$ cat config.mk
export PLATFORM = sky130hd
export DESIGN_NAME = fpu_issue_seq
export DESIGN_NICKNAME = d
export VERILOG_FILES = /design/src/rtl/fpu_pkg.sv /design/src/rtl/fpu_funct_dec.sv /design/src/rtl/fpu_issue_seq.sv
export SDC_FILE = /design/constraint.sdc
export NUM_CORES = 1
export LEC_CHECK = 0
export BUFFER_PORTS_ARGS = -buffer_cell sky130_fd_sc_hd__buf_2
export CAP_MARGIN = 5
export CORE_MARGIN = 1.5
export CORE_UTILIZATION = 25
export CTS_BUF_LIST = sky130_fd_sc_hd__clkbuf_8
export DETAILED_ROUTE_END_ITERATION = 7
export GPL_TIMING_DRIVEN = 1
export PLACE_DENSITY = 0.5
export SLEW_MARGIN = 20
export SYNTH_ARGS = -nofsm -noshare
export SYNTH_HDL_FRONTEND = slang
export SYNTH_SLANG_ARGS = --single-unit
$ cat constraint.sdc
create_clock -name clk -period 5.4 [get_ports clk]
set_input_delay 1.08 -clock clk [delete_from_list [all_inputs] [get_ports clk]]
set_output_delay 1.08 -clock clk [all_outputs]
set_load 0.03 [all_outputs]
$ cat src/rtl/fpu_pkg.sv
// Shared definitions for the FPU issue sequencer: MIPS opcode/funct
// constants, the FPU control code enum, latency class select and the
// sequencer state enum.
package fpu_pkg;

    localparam logic [5:0] OP_FTYPE = 6'b010001;
    localparam logic [5:0] OP_LWC1  = 6'b110001;
    localparam logic [5:0] OP_SWC1  = 6'b111001;

    localparam logic [5:0] FN_ADD = 6'b000000;
    localparam logic [5:0] FN_SUB = 6'b000001;
    localparam logic [5:0] FN_MUL = 6'b000010;
    localparam logic [5:0] FN_DIV = 6'b000011;
    localparam logic [5:0] FN_ABS = 6'b000101;
    localparam logic [5:0] FN_NEG = 6'b000111;

    typedef enum logic [3:0] {
        FPU_ADD = 4'b0000,
        FPU_SUB = 4'b0001,
        FPU_MUL = 4'b0010,
        FPU_DIV = 4'b0011,
        FPU_ABS = 4'b0100,
        FPU_NEG = 4'b0101
    } fpu_op_t;

    typedef enum logic [1:0] {
        LAT_SEL_ADD    = 2'b00,
        LAT_SEL_MUL    = 2'b01,
        LAT_SEL_DIV    = 2'b10,
        LAT_SEL_SIMPLE = 2'b11
    } lat_sel_t;

    typedef enum logic [1:0] {
        ST_IDLE = 2'b00,
        ST_EXEC = 2'b01,
        ST_WB   = 2'b10
    } state_t;

endpackage

$ cat src/rtl/fpu_funct_dec.sv
// Combinational decode of the F-type funct field.
// Ports:
//   funct_i   : funct field of the ID instruction
//   legal_o   : funct is a supported FPU operation
//   op_o      : FPU control code (FPU_ADD when illegal)
//   lat_sel_o : latency class of the operation
module fpu_funct_dec
    import fpu_pkg::*;
(
    input  logic [5:0] funct_i,
    output logic       legal_o,
    output fpu_op_t    op_o,
    output lat_sel_t   lat_sel_o
);

    // funct -> {legal, control code, latency class}
    always_comb begin
        legal_o   = 1'b1;
        op_o      = FPU_ADD;
        lat_sel_o = LAT_SEL_ADD;
        case (funct_i)
            FN_ADD: begin op_o = FPU_ADD; lat_sel_o = LAT_SEL_ADD;    end
            FN_SUB: begin op_o = FPU_SUB; lat_sel_o = LAT_SEL_ADD;    end
            FN_MUL: begin op_o = FPU_MUL; lat_sel_o = LAT_SEL_MUL;    end
            FN_DIV: begin op_o = FPU_DIV; lat_sel_o = LAT_SEL_DIV;    end
            FN_ABS: begin op_o = FPU_ABS; lat_sel_o = LAT_SEL_SIMPLE; end
            FN_NEG: begin op_o = FPU_NEG; lat_sel_o = LAT_SEL_SIMPLE; end
            default: begin
                legal_o   = 1'b0;
                op_o      = FPU_ADD;
                lat_sel_o = LAT_SEL_ADD;
            end
        endcase
    end

endmodule

$ cat src/rtl/fpu_issue_seq.sv
// Multi-cycle issue sequencer for the single non-pipelined FPU.
// Issues F-type instructions from ID, strobes fpu_start, counts the
// operation latency, stalls ID on structural and FP-register hazards and
// arbitrates the FP register-file write port against lwc1 (mem_fp_wb wins).
// Ports:
//   clk, reset_n          : clock, async active-low reset
//   id_valid, op, funct   : ID instruction
//   fs, ft, fd            : ID FP register fields
//   id_stall              : stall ID/IF (combinational)
//   fpu_start             : one-cycle strobe on first EXEC cycle
//   fpu_control           : latched FPU operation code
//   mem_fp_wb             : lwc1 owns the write port this cycle
//   fp_wb_en, fp_wb_reg   : FPU result write-back
//   busy                  : sequencer not idle
//   illegal               : F-type with unsupported funct (combinational)
module fpu_issue_seq
    import fpu_pkg::*;
#(
    parameter int REG_AW     = 5,
    parameter int LAT_ADD    = 2,
    parameter int LAT_MUL    = 4,
    parameter int LAT_DIV    = 12,
    parameter int LAT_SIMPLE = 1
) (
    input  logic              clk,
    input  logic              reset_n,
    input  logic              id_valid,
    input  logic [5:0]        op,
    input  logic [5:0]        funct,
    input  logic [REG_AW-1:0] fs,
    input  logic [REG_AW-1:0] ft,
    input  logic [REG_AW-1:0] fd,
    output logic              id_stall,
    output logic              fpu_start,
    output logic [3:0]        fpu_control,
    input  logic              mem_fp_wb,
    output logic              fp_wb_en,
    output logic [REG_AW-1:0] fp_wb_reg,
    output logic              busy,
    output logic              illegal
);

    localparam int MAX_AM  = (LAT_ADD > LAT_MUL) ? LAT_ADD : LAT_MUL;
    localparam int MAX_DS  = (LAT_DIV > LAT_SIMPLE) ? LAT_DIV : LAT_SIMPLE;
    localparam int MAX_LAT = (MAX_AM > MAX_DS) ? MAX_AM : MAX_DS;
    localparam int CNT_W   = $clog2(MAX_LAT) + 1;

    state_t              state_q, state_d;
    logic [CNT_W-1:0]    cnt_q, cnt_d;
    logic [REG_AW-1:0]   pend_fd_q, pend_fd_d;
    fpu_op_t             ctrl_q, ctrl_d;
    logic                start_q, start_d;

    logic                dec_legal_s;
    fpu_op_t             dec_op_s;
    lat_sel_t            dec_lat_sel_s;
    logic [CNT_W-1:0]    lat_m1_s;
    logic                wb_accept_s;
    logic                pending_s;
    logic                legal_f_s;
    logic                f_raw_s;
    logic                mem_raw_s;
    logic                issue_s;

    fpu_funct_dec u_dec (
        .funct_i   (funct),
        .legal_o   (dec_legal_s),
        .op_o      (dec_op_s),
        .lat_sel_o (dec_lat_sel_s)
    );

    // Counter preload value: latency minus one of the decoded operation
    always_comb begin
        lat_m1_s = {CNT_W{1'b0}};
        case (dec_lat_sel_s)
            LAT_SEL_ADD:    lat_m1_s = CNT_W'(LAT_ADD - 1);
            LAT_SEL_MUL:    lat_m1_s = CNT_W'(LAT_MUL - 1);
            LAT_SEL_DIV:    lat_m1_s = CNT_W'(LAT_DIV - 1);
            LAT_SEL_SIMPLE: lat_m1_s = CNT_W'(LAT_SIMPLE - 1);
            default:        lat_m1_s = {CNT_W{1'b0}};
        endcase
    end

    // A WB cycle that loses the port to lwc1 still counts as pending; an
    // accepted WB does not, since the write lands on the falling edge and
    // a reader in this cycle sees the new value.
    assign wb_accept_s = (state_q == ST_WB) && !mem_fp_wb;
    assign pending_s   = (state_q == ST_EXEC) || ((state_q == ST_WB) && mem_fp_wb);
    assign legal_f_s   = (op == OP_FTYPE) && dec_legal_s;
    assign f_raw_s     = legal_f_s && pending_s &&
                         ((fs == pend_fd_q) || (ft == pend_fd_q) || (fd == pend_fd_q));
    assign mem_raw_s   = ((op == OP_LWC1) || (op == OP_SWC1)) && pending_s &&
                         (ft == pend_fd_q);

    assign id_stall = id_valid && ((legal_f_s && pending_s) || f_raw_s || mem_raw_s);
    // Stall already covers every pending state, so a non-stalled legal
    // F-type is always in IDLE or in an accepting WB cycle.
    assign issue_s  = id_valid && legal_f_s && !id_stall;
    assign illegal  = id_valid && (op == OP_FTYPE) && !dec_legal_s;

    // Next-state, counter and issue latches
    always_comb begin
        state_d   = state_q;
        cnt_d     = cnt_q;
        pend_fd_d = pend_fd_q;
        ctrl_d    = ctrl_q;
        start_d   = 1'b0;
        case (state_q)
            ST_IDLE: begin
                if (issue_s) state_d = ST_EXEC;
                else         state_d = ST_IDLE;
            end
            ST_EXEC: begin
                if (cnt_q == {CNT_W{1'b0}}) begin
                    state_d = ST_WB;
                end else begin
                    cnt_d = cnt_q - CNT_W'(1);
                end
            end
            ST_WB: begin
                if (wb_accept_s) begin
                    if (issue_s) state_d = ST_EXEC;
                    else         state_d = ST_IDLE;
                end else begin
                    state_d = ST_WB;
                end
            end
            default: state_d = ST_IDLE;
        endcase
        if (issue_s) begin
            cnt_d     = lat_m1_s;
            pend_fd_d = fd;
            ctrl_d    = dec_op_s;
            start_d   = 1'b1;
        end else begin
            start_d   = 1'b0;
        end
    end

    // Sequencer state registers
    always_ff @(posedge clk or negedge reset_n) begin
        if (!reset_n) begin
            state_q   <= ST_IDLE;
            cnt_q     <= {CNT_W{1'b0}};
            pend_fd_q <= {REG_AW{1'b0}};
            ctrl_q    <= FPU_ADD;
            start_q   <= 1'b0;
        end else begin
            state_q   <= state_d;
            cnt_q     <= cnt_d;
            pend_fd_q <= pend_fd_d;
            ctrl_q    <= ctrl_d;
            start_q   <= start_d;
        end
    end

    assign fpu_start   = start_q;
    assign fpu_control = ctrl_q;
    assign fp_wb_en    = wb_accept_s;
    assign fp_wb_reg   = pend_fd_q;
    assign busy        = (state_q != ST_IDLE);

endmodule
==> impl_metrics.py, run 1 <==
metrics = {
    "synth": {
        "syn_area_per_cell_um2": 9.91,
        "ys_top_cells_by_count": "dfrtp_1, nor2_1, mux2_2, xor2_1",
        "ys_types": 35,
        "syn-num-nets": 133,
        "synth_top_family_by_area": "simple AND/OR/NAND/NOR gates",
        "netlist_area_um2": 971,
        "synth_mux_area_share_pct": 9.15,
        "synthAdderAreaFrac_pct": 5.15,
        "ys_seq_elements": 16,
        "netlist.area_leader.share_pct": 41.2,
        "yosysTopAreaCell": "dfrtp_1",
        "synth_edf_count": 0,
        "ys_top_cells_by_area": "dfrtp_1, mux2_2, xor2_1, ha_1, nor2_1",
        "synth.most_common_cell": "dfrtp_1",
        "seq_area_frac_synth_pct": 41.2,
        "synth_xor_area_share_pct": 7.22,
        "synth-simple-area-share_pct": 28.1,
        "synth_compound_gate_area_share_pct": 6.06,
        "yosys_warnings": 0,
        "synth-main-ff-cell": "dfrtp_1",
        "synthArstFlopShare_pct": 100,
        "netlist_instances": 98,
    },
    "floorplanning": {
        "design.core.area_mm2": 0.00369,
        "initial_core_util_pct": 26.3,
        "die_h_um": 65.3,
        "dieWidth_um": 65.3,
        "pin_count": 45,
        "die-area_mm2": 0.00427,
        "fp-row-count": 22,
    },
    "run_status": {
        "run_status": "finished, final reports clean",
    },
    "min_path": {
        "min_path_type": "reg -> reg",
    },
    "setup_path": {
        "crit_fanout": 4,
        "endpoint_kind": "output pin",
        "critPathMaxStageDelay_ps": 480,
        "required_ps": 4320,
        "startpoint_type": "input pin",
        "crit_type": "in -> out",
        "cp_cell_sequence": "buf_2 > or3_4 > nor4_1 > a31oi_1 > nor3_1 > buf_2",
        "cp_common_cell": "buf_2",
        "crit_arrival_ps": 2590,
        "crit_path_top_delay_cell": "nor4_1",
    },
    "power_and_ir_drop": {
        "irDropWorstVdd_mv": 0.0900,
        "p_leak_nw": 0.648,
        "p_per_area_mw_per_mm2": 236,
        "total_power_mw": 0.297,
    },
    "drt": {
        "drtIter0Drc": 16,
        "drc_errors": 0,
        "vias_per_cell": 4.51,
        "ant_nets": 0,
        "dr.pass1.iters": 4,
        "dr_total_vias": 838,
        "routed_wl_um": 2030,
        "drt-wirelength-per-cell_um": 10.9,
    },
    "clocking": {
        "cts.sink_count": 16,
        "cts_tree": "built",
        "postCtsSetupBuffers": 0,
        "numCtsBuffers": 3,
        "cts_max_path_buffers": 2,
        "h-tree-depth": 1,
        "path_clk_slew_ps": 60,
        "clk-insertion-delay-late_ps": 250,
        "cts_root_buf": "clkbuf_8",
        "hold_buffers": 0,
        "cts_resized": 0,
    },
    "grt": {
        "grt_pass1_vias": 860,
        "antenna_found_initial": 0,
        "gr-total-overflow": 0,
        "grt_max_degree": 17,
        "grt_pass1_wl_um": 3520,
        "grt_util_all_layers_pct": 10.4,
    },
    "sta": {
        "grt_setup_unrepaired": "no",
        "max_freq_mhz": 273,
        "fin_worst_skew_ps": 3.26,
        "tightest_slew_ps": 531,
        "maxSlewViolCount": 0,
        "setup-tns-final_ps": 0,
        "hold_viol": 0,
        "period_share_pct": 67.9,
        "relSlewSlack_pct": 64.3,
        "setup_violations": 0,
        "layout_min_cycle_time_ps": 3670,
    },
    "final_layout": {
        "antennaDiodeCount": 0,
        "finalNetCount": 175,
        "layout-drive-gt1-share_pct": 38.4,
        "final_core_util_pct": 34.0,
        "syn_to_final_growth_pct": 29.3,
    },
    "placed_design": {
        "place_congestion": 0.755,
        "hpwl_um": 1620,
        "io_buffers": 38,
    },
    "run": {
        "timing.max_cap.violations": 0,
    },
}
-- power by group --
part	internal [mW]	switching, mW	leakage (nW)	total, mW
registers	0.132	0.0109	0.205	0.143
logic	0.0302	0.0344	0.422	0.0646
clock network	0.0494	0.0396	0.0216	0.0890
-- worst paths after layout --
kind / startpoint / endpoint / slack (ps) / cells after the start
worst min-delay path: fpu_control[0] / fpu_control[0] / 510 / 1
worst min register to register: fpu_control[0] / fpu_control[0] / 510 / 1
worst max-delay path: funct[5] / id_stall / 1730 / 6
min in group asynchronous: reset_n / fp_wb_reg[3] / 740 / 1
max in group asynchronous: reset_n / cnt_q[3] / 4380 / 1
worst max register to register: cnt_q[0] / cnt_q[0] / 3530 / 6
-- layout make-up --
class,count,area (µm²)
fillers,407,2430
multi-input cells,76,544
flip-flops and latches,16,400
repair buffers,38,190
well taps,48,60.1
clock buffers,3,41.3
inverters,5,18.8
-- through the flow --
| stage | hold WS, ps | std cells | instance area (µm²) | setup WS, ps |
|---|---|---|---|---|
| after floorplan | 497 | 98 | 971 | 1670 |
| after global placement | 488 | 183 | 1210 | 1740 |
| after detailed placement | 491 | 183 | 1210 | 1750 |
| after CTS | 510 | 186 | 1250 | 1740 |
| after global routing | 550 | 186 | 1250 | 1700 |
| final | 507 | 186 | 1250 | 1730 |
-- cells in the final DEF (no fill, tap or decap), drive strengths merged, types with 3 or more instances in the layout --
cell,n
buf,38
dfrtp,16
nor2,10
mux2,7
xor2,6
nand2,5
inv,5
nor3,5
and2,4
nand3,4
ha,4
nor4,3
o21ai,3
clkbuf,3
-- per-layer routing --
layer	part of all wire, %	track usage, %
met3	4.5	1.54
met2	49	18.8
met5	0	0
met4	0	3.13
met1	47	12.7
-- critical path, delay by kind of cell --
kind	cells	cell delay, ps
AOI/OAI and AO/OA	1	90
buffers and inverters	2	340
and+or+nand+nor	3	1090
-- cell families (layout without fill, tap and decap cells) --
logic type,count (synthesis),after routing
and+or+nand+nor,46,46
DFF,16,16
AOI/OAI and AO/OA,9,9
xor gates and xnor gates,8,8
muxes,8,8
buffers and inverters,6,46
adders and majority gates,4,4
other,1,1
(Power assumes the default switching activity.)
==> run 2, diff against run 1 <==
--- a/config.mk
+++ b/config.mk
@@ -12,7 +12,7 @@
 export CTS_BUF_LIST = sky130_fd_sc_hd__clkbuf_8
 export DETAILED_ROUTE_END_ITERATION = 7
 export GPL_TIMING_DRIVEN = 1
-export PLACE_DENSITY = 0.5
+export PLACE_DENSITY = 0.52
 export SLEW_MARGIN = 20
 export SYNTH_ARGS = -nofsm -noshare
 export SYNTH_HDL_FRONTEND = slang
==> constraint.sdc (replaced) <==
create_clock -name clk -period 3.15 [get_ports clk]
set_input_delay 0.63 -clock clk [delete_from_list [all_inputs] [get_ports clk]]
set_output_delay 0.63 -clock clk [all_outputs]
set_load 0.03 [all_outputs]
==> impl_metrics.py, run 2 (synthesis results as in run 1) <==
metrics = {
    "run_status": {
        "run_status": "finished, final reports clean",
    },
    "drt": {
        "drc_errors": 0,
        "drt-wirelength-per-cell_um": 10.5,
        "routed_wl_um": 1970,
        "drtIter0Drc": 8,
        "dr.pass1.iters": 4,
        "ant_nets": 0,
        "vias_per_cell": 4.41,
        "dr_total_vias": 830,
    },
    "setup_path": {
        "crit_fanout": 4,
        "required_ps": 2520,
        "r2r-start": "cnt_q[0]",
        "cp_common_cell": "buf_2",
        "crit_arrival_ps": 1960,
        "startpoint_type": "input pin",
        "crit_path_top_delay_cell": "or3_4",
        "critical_path.top_delay_family": "simple AND/OR/NAND/NOR gates",
        "startpoint": "funct[5]",
        "cp_num_buf_inv": 2,
        "crit_type": "in -> out",
        "endpoint_kind": "output pin",
        "critPathMaxStageDelay_ps": 390,
        "cp_cell_sequence": "buf_2 > or3_4 > nor4_1 > a31oi_1 > nor3_1 > buf_2",
    },
    "sta": {
        "period_share_pct": 82.2,
        "grt_setup_unrepaired": "no",
        "setup-tns-final_ps": 0,
        "layout_min_cycle_time_ps": 2590,
        "tightest_slew_ps": 516,
        "setup_violations": 0,
        "maxSlewViolCount": 0,
        "relSlewSlack_pct": 65.5,
        "max_freq_mhz": 386,
        "fin_worst_skew_ps": 8.83,
        "hold_viol": 0,
        "timing.hold.ws_ps": 278,
    },
    "clocking": {
        "path_clk_slew_ps": 70,
        "cts_max_path_buffers": 2,
        "cts.sink_count": 16,
        "cts_root_buf": "clkbuf_8",
        "hold_buffers": 0,
        "postCtsSetupBuffers": 0,
        "h-tree-depth": 1,
        "numCtsBuffers": 3,
        "clk-insertion-delay-late_ps": 250,
        "cts_resized": 0,
        "cts_tree": "built",
    },
    "final_layout": {
        "fillers": 407,
        "layout-drive-gt1-share_pct": 39.3,
        "mostFrequentLayoutCells": "buf_2, dfrtp_1, nor2_1",
        "syn_to_final_growth_pct": 31.4,
        "antennaDiodeCount": 0,
        "finalNetCount": 176,
        "final_common_cell": "buf_2",
        "finalInstanceArea_mm2": 0.00128,
    },
    "min_path": {
        "min_path_type": "in -> async",
    },
    "grt": {
        "grt_pass1_wl_um": 3460,
        "gr-total-overflow": 0,
        "grt_max_degree": 17,
        "antenna_found_initial": 0,
        "grt_pass1_vias": 833,
        "grt_util_all_layers_pct": 10.3,
    },
    "floorplanning": {
        "pin_count": 45,
        "die-area_mm2": 0.00427,
        "design.core.area_mm2": 0.00369,
        "initial_core_util_pct": 26.3,
        "dieWidth_um": 65.3,
        "die_h_um": 65.3,
        "fp-row-count": 22,
    },
    "power_and_ir_drop": {
        "p_leak_nw": 0.661,
        "p_per_area_mw_per_mm2": 419,
        "total_power_mw": 0.535,
        "irDropWorstVdd_mv": 0.208,
    },
    "placed_design": {
        "place_congestion": 0.713,
        "hpwl_um": 1610,
        "dpl_cell_area_mm2": 0.00122,
        "io_buffers": 38,
    },
    "run": {
        "timing.max_cap.violations": 0,
    },
}
[run 2: cell count changes in the layout (fill, tap and decap cells not counted), sizes merged]
cell	delta
buf	+1
clkbuf	+1
[run 2: final timing paths]
| check | endpoint | slack, ps | cells past startpoint |
|---|---|---|---|
| worst max-delay path | id_stall | 560 | 6 |
| worst min-delay path | fp_wb_reg[0] | 280 | 1 |
| worst max register to register | cnt_q[0] | 1290 | 6 |
| worst min register to register | fpu_control[0] | 520 | 1 |
| max in group asynchronous | cnt_q[4] | 2600 | 1 |
| min in group clk | fpu_control[0] | 520 | 1 |
[run 2: metal layers]
metal / part of all wire, % / GRT usage, %
met1: 44 / 11.9
met2: 50 / 19.3
met3: 5.3 / 1.71
met4: 0.71 / 3.13
met5: 0 / 0
[run 2: area by class of cell]
class	instances	area, µm²	share of cell area (%)
clock buffer	4	55.1	4.31
inverter	5	18.8	1.47
multi-input combinational	76	544	42.6
sequential	16	400	31.4
tap	48	60.1	4.71
timing repair buffer	39	198	15.5
[run 2: report_power, final]
group          switching [mW]  internal (mW)
Sequential             0.0180          0.226
Clock                  0.0706          0.111
Combinational          0.0577         0.0517
[run 2: worst register-to-register path: stages, from the launching register on]
cell	delay [ps]
dfrtp_1	400
inv_1	90
ha_1	130
or4b_2	640
and2_1	250
xnor2_1	150
mux2i_1	90
[run 2: per-stage QoR]
step / worst slack, ps / util [%] / std cells
final: 561 / 34.6 / 188
after global routing: 455 / 34.6 / 188
after CTS: 532 / 34.6 / 188
after detailed placement: 455 / 33.1 / 184
after global placement: 496 / 33.1 / 184
after floorplan: 317 / - / 98
==> run 3, diff against run 2 <==
--- a/config.mk
+++ b/config.mk
@@ -5,6 +5,7 @@
 export SDC_FILE = /design/constraint.sdc
 export NUM_CORES = 1
 export LEC_CHECK = 0
+export ABC_AREA = 1
 export BUFFER_PORTS_ARGS = -buffer_cell sky130_fd_sc_hd__buf_2
 export CAP_MARGIN = 5
 export CORE_MARGIN = 1.5
@@ -12,7 +13,7 @@
 export CTS_BUF_LIST = sky130_fd_sc_hd__clkbuf_8
 export DETAILED_ROUTE_END_ITERATION = 7
 export GPL_TIMING_DRIVEN = 1
-export PLACE_DENSITY = 0.52
+export PLACE_DENSITY = 0.49
 export SLEW_MARGIN = 20
 export SYNTH_ARGS = -nofsm -noshare
 export SYNTH_HDL_FRONTEND = slang
==> constraint.sdc (replaced) <==
create_clock -name clk -period 2.5 [get_ports clk]
set_input_delay 0.5 -clock clk [delete_from_list [all_inputs] [get_ports clk]]
set_output_delay 0.5 -clock clk [all_outputs]
set_load 0.03 [all_outputs]
==> impl_metrics.py, run 3 <==
metrics = {
    "synth": {
        "synth_edf_count": 0,
        "synth-main-ff-cell": "dfrtp_1",
        "ys_top_cells_by_count": "nand2_1, inv_1, dfrtp_1, nor2_1, nand3_1",
        "synthArstFlopShare_pct": 100,
        "yosysTopAreaCell": "dfrtp_1",
        "syn-num-nets": 179,
        "ys_types": 26,
        "netlist_instances": 144,
        "ys_top_cells_by_area": "dfrtp_1, nand2_1, inv_1, nor2_1, ha_1",
        "synth.most_common_cell": "nand2_1",
        "netlist.area_leader.share_pct": 37.5,
        "netlist_area_mm2": 0.00107,
        "seq_area_frac_synth_pct": 37.5,
        "ys_seq_elements": 16,
        "yosys_warnings": 0,
        "syn_area_per_cell_um2": 7.42,
    },
    "clocking": {
        "cts.sink_count": 16,
        "numCtsBuffers": 3,
        "hold_buffers": 0,
        "h-tree-depth": 1,
        "cts_max_path_buffers": 2,
        "cts_resized": 0,
        "cts_root_buf": "clkbuf_8",
        "cts_tree": "built",
        "clk-insertion-delay-late_ps": 250,
        "path_clk_slew_ps": 60,
        "postCtsSetupBuffers": 0,
    },
    "grt": {
        "grt_max_degree": 17,
        "grt_pass1_vias": 828,
        "antenna_found_initial": 0,
        "grt_util_all_layers_pct": 10.2,
        "grt_pass1_wl_um": 3530,
        "gr-total-overflow": 0,
    },
    "placed_design": {
        "hpwl_um": 1780,
        "place_congestion": 0.692,
        "dp.cells": 229,
        "io_buffers": 38,
        "post-place-ws_ps": 484,
        "dpl_cell_area_mm2": 0.00129,
    },
    "sta": {
        "maxSlewViolCount": 0,
        "timing.hold.ws_ps": 163,
        "setup-tns-final_ps": 0,
        "period_share_pct": 80.1,
        "layout_min_cycle_time_ps": 2000,
        "layout_setup_ws_ps": 496,
        "hold_viol": 0,
        "grt_setup_unrepaired": "no",
        "fin_worst_skew_ps": 2.20,
        "max_freq_mhz": 499,
        "setup_violations": 0,
    },
    "setup_path": {
        "cp_cell_sequence": "buf_2 > inv_1 > nand2_1 > nor2_1 > nand2_1 > nor2_2 > nor2_1 > nor2_1 > buf_2",
        "r2r-start": "state_q[1]",
        "startpoint": "op[1]",
        "critPathMaxStageDelay_ps": 200,
        "cp_common_cell": "nor2_1",
        "crit_fanout": 4,
        "crit_arrival_ps": 1500,
        "crit_path_top_delay_cell": "nor2_2",
        "startpoint_type": "input pin",
        "endpoint_kind": "output pin",
        "required_ps": 2000,
        "crit_type": "in -> out",
    },
    "final_layout": {
        "finalNetCount": 219,
        "layout-drive-gt1-share_pct": 31.7,
        "final_cells": 233,
        "final_common_cell": "buf_2",
        "seq_area_um2": 400,
        "final_core_util_pct": 33.2,
        "fillers": 457,
        "mostFrequentLayoutCells": "buf_2, nand2_1, inv_1",
        "syn_to_final_growth_pct": 26.0,
        "antennaDiodeCount": 0,
        "multi_input_comb_area_um2": 537,
        "finalInstanceArea_mm2": 0.00135,
    },
    "floorplanning": {
        "initial_core_util_pct": 26.3,
        "design.core.area_mm2": 0.00406,
        "dieWidth_um": 68.4,
        "die-area_mm2": 0.00468,
        "pin_count": 45,
        "fp-row-count": 23,
        "die_h_um": 68.4,
    },
    "power_and_ir_drop": {
        "p_per_area_mw_per_mm2": 579,
        "p_leak_nw": 0.738,
        "total_power_mw": 0.779,
        "irDropWorstVdd_mv": 0.153,
    },
    "drt": {
        "dr_total_vias": 961,
        "drc_errors": 0,
        "dr.pass1.iters": 6,
        "vias_per_cell": 4.12,
        "drt-wirelength-per-cell_um": 9.55,
        "drtIter0Drc": 18,
        "ant_nets": 0,
        "routed_wl_um": 2230,
    },
    "run_status": {
        "run_status": "finished, final reports clean",
    },
    "run": {
        "timing.max_cap.violations": 0,
    },
    "min_path": {
        "min_path_type": "in -> async",
    },
}
==> run 3: per-layer routing <==
metal	GRT usage (%)	vias to the layer above	part of all wire (%)
met5	0	-	0
met4	5.25	0	2.2
met3	1.48	4	3.4
met2	15.4	24	46
met1	14.1	410	48
li1	-	523	-
==> run 3: power by group <==
group	switching [mW]	internal [mW]	total (mW)	leakage, nW
clock	0.0865	0.140	0.226	0.0288
combinational	0.127	0.0850	0.212	0.514
sequential	0.0348	0.306	0.341	0.195
total	0.249	0.531	0.779	0.738
==> run 3: area by class of cell <==
cell class              instances  area share (%)
clock buffers                   4            4.09
well taps                      50            4.65
repair buffers                 38            14.1
inverters                      27            7.53
multi-input cells              98            39.9
flip-flops and latches         16            29.7
==> run 3: final timing paths <==
check | cells after the start | endpoint | slack, ps
min in group clk | 3 | fp_wb_reg[4] | 440
setup reg to reg | 6 | fpu_control[0] | 1050
max in group asynchronous | 1 | fpu_control[1] | 2070
hold reg to reg | 2 | fpu_control[2] | 480
setup / recovery | 9 | id_stall | 500
hold / removal | 1 | cnt_q[2] | 160
==> run 3: cells by family after synthesis <==
logic type / count (synthesis) / synth area share (%)
AOI/OAI and AO/OA: 15 / 9.60
adders and majority gates: 4 / 4.68
other: 1 / 0.351
buffers and inverters: 30 / 12.3
xor gates and xnor gates: 5 / 4.10
DFF: 16 / 37.5
and+or+nand+nor: 73 / 31.5
==> run 3: critical path: cells and delay by family <==
| kind | cells | cell delay [ps] |
|---|---|---|
| and+or+nand+nor | 6 | 660 |
| buffers and inverters | 3 | 350 |
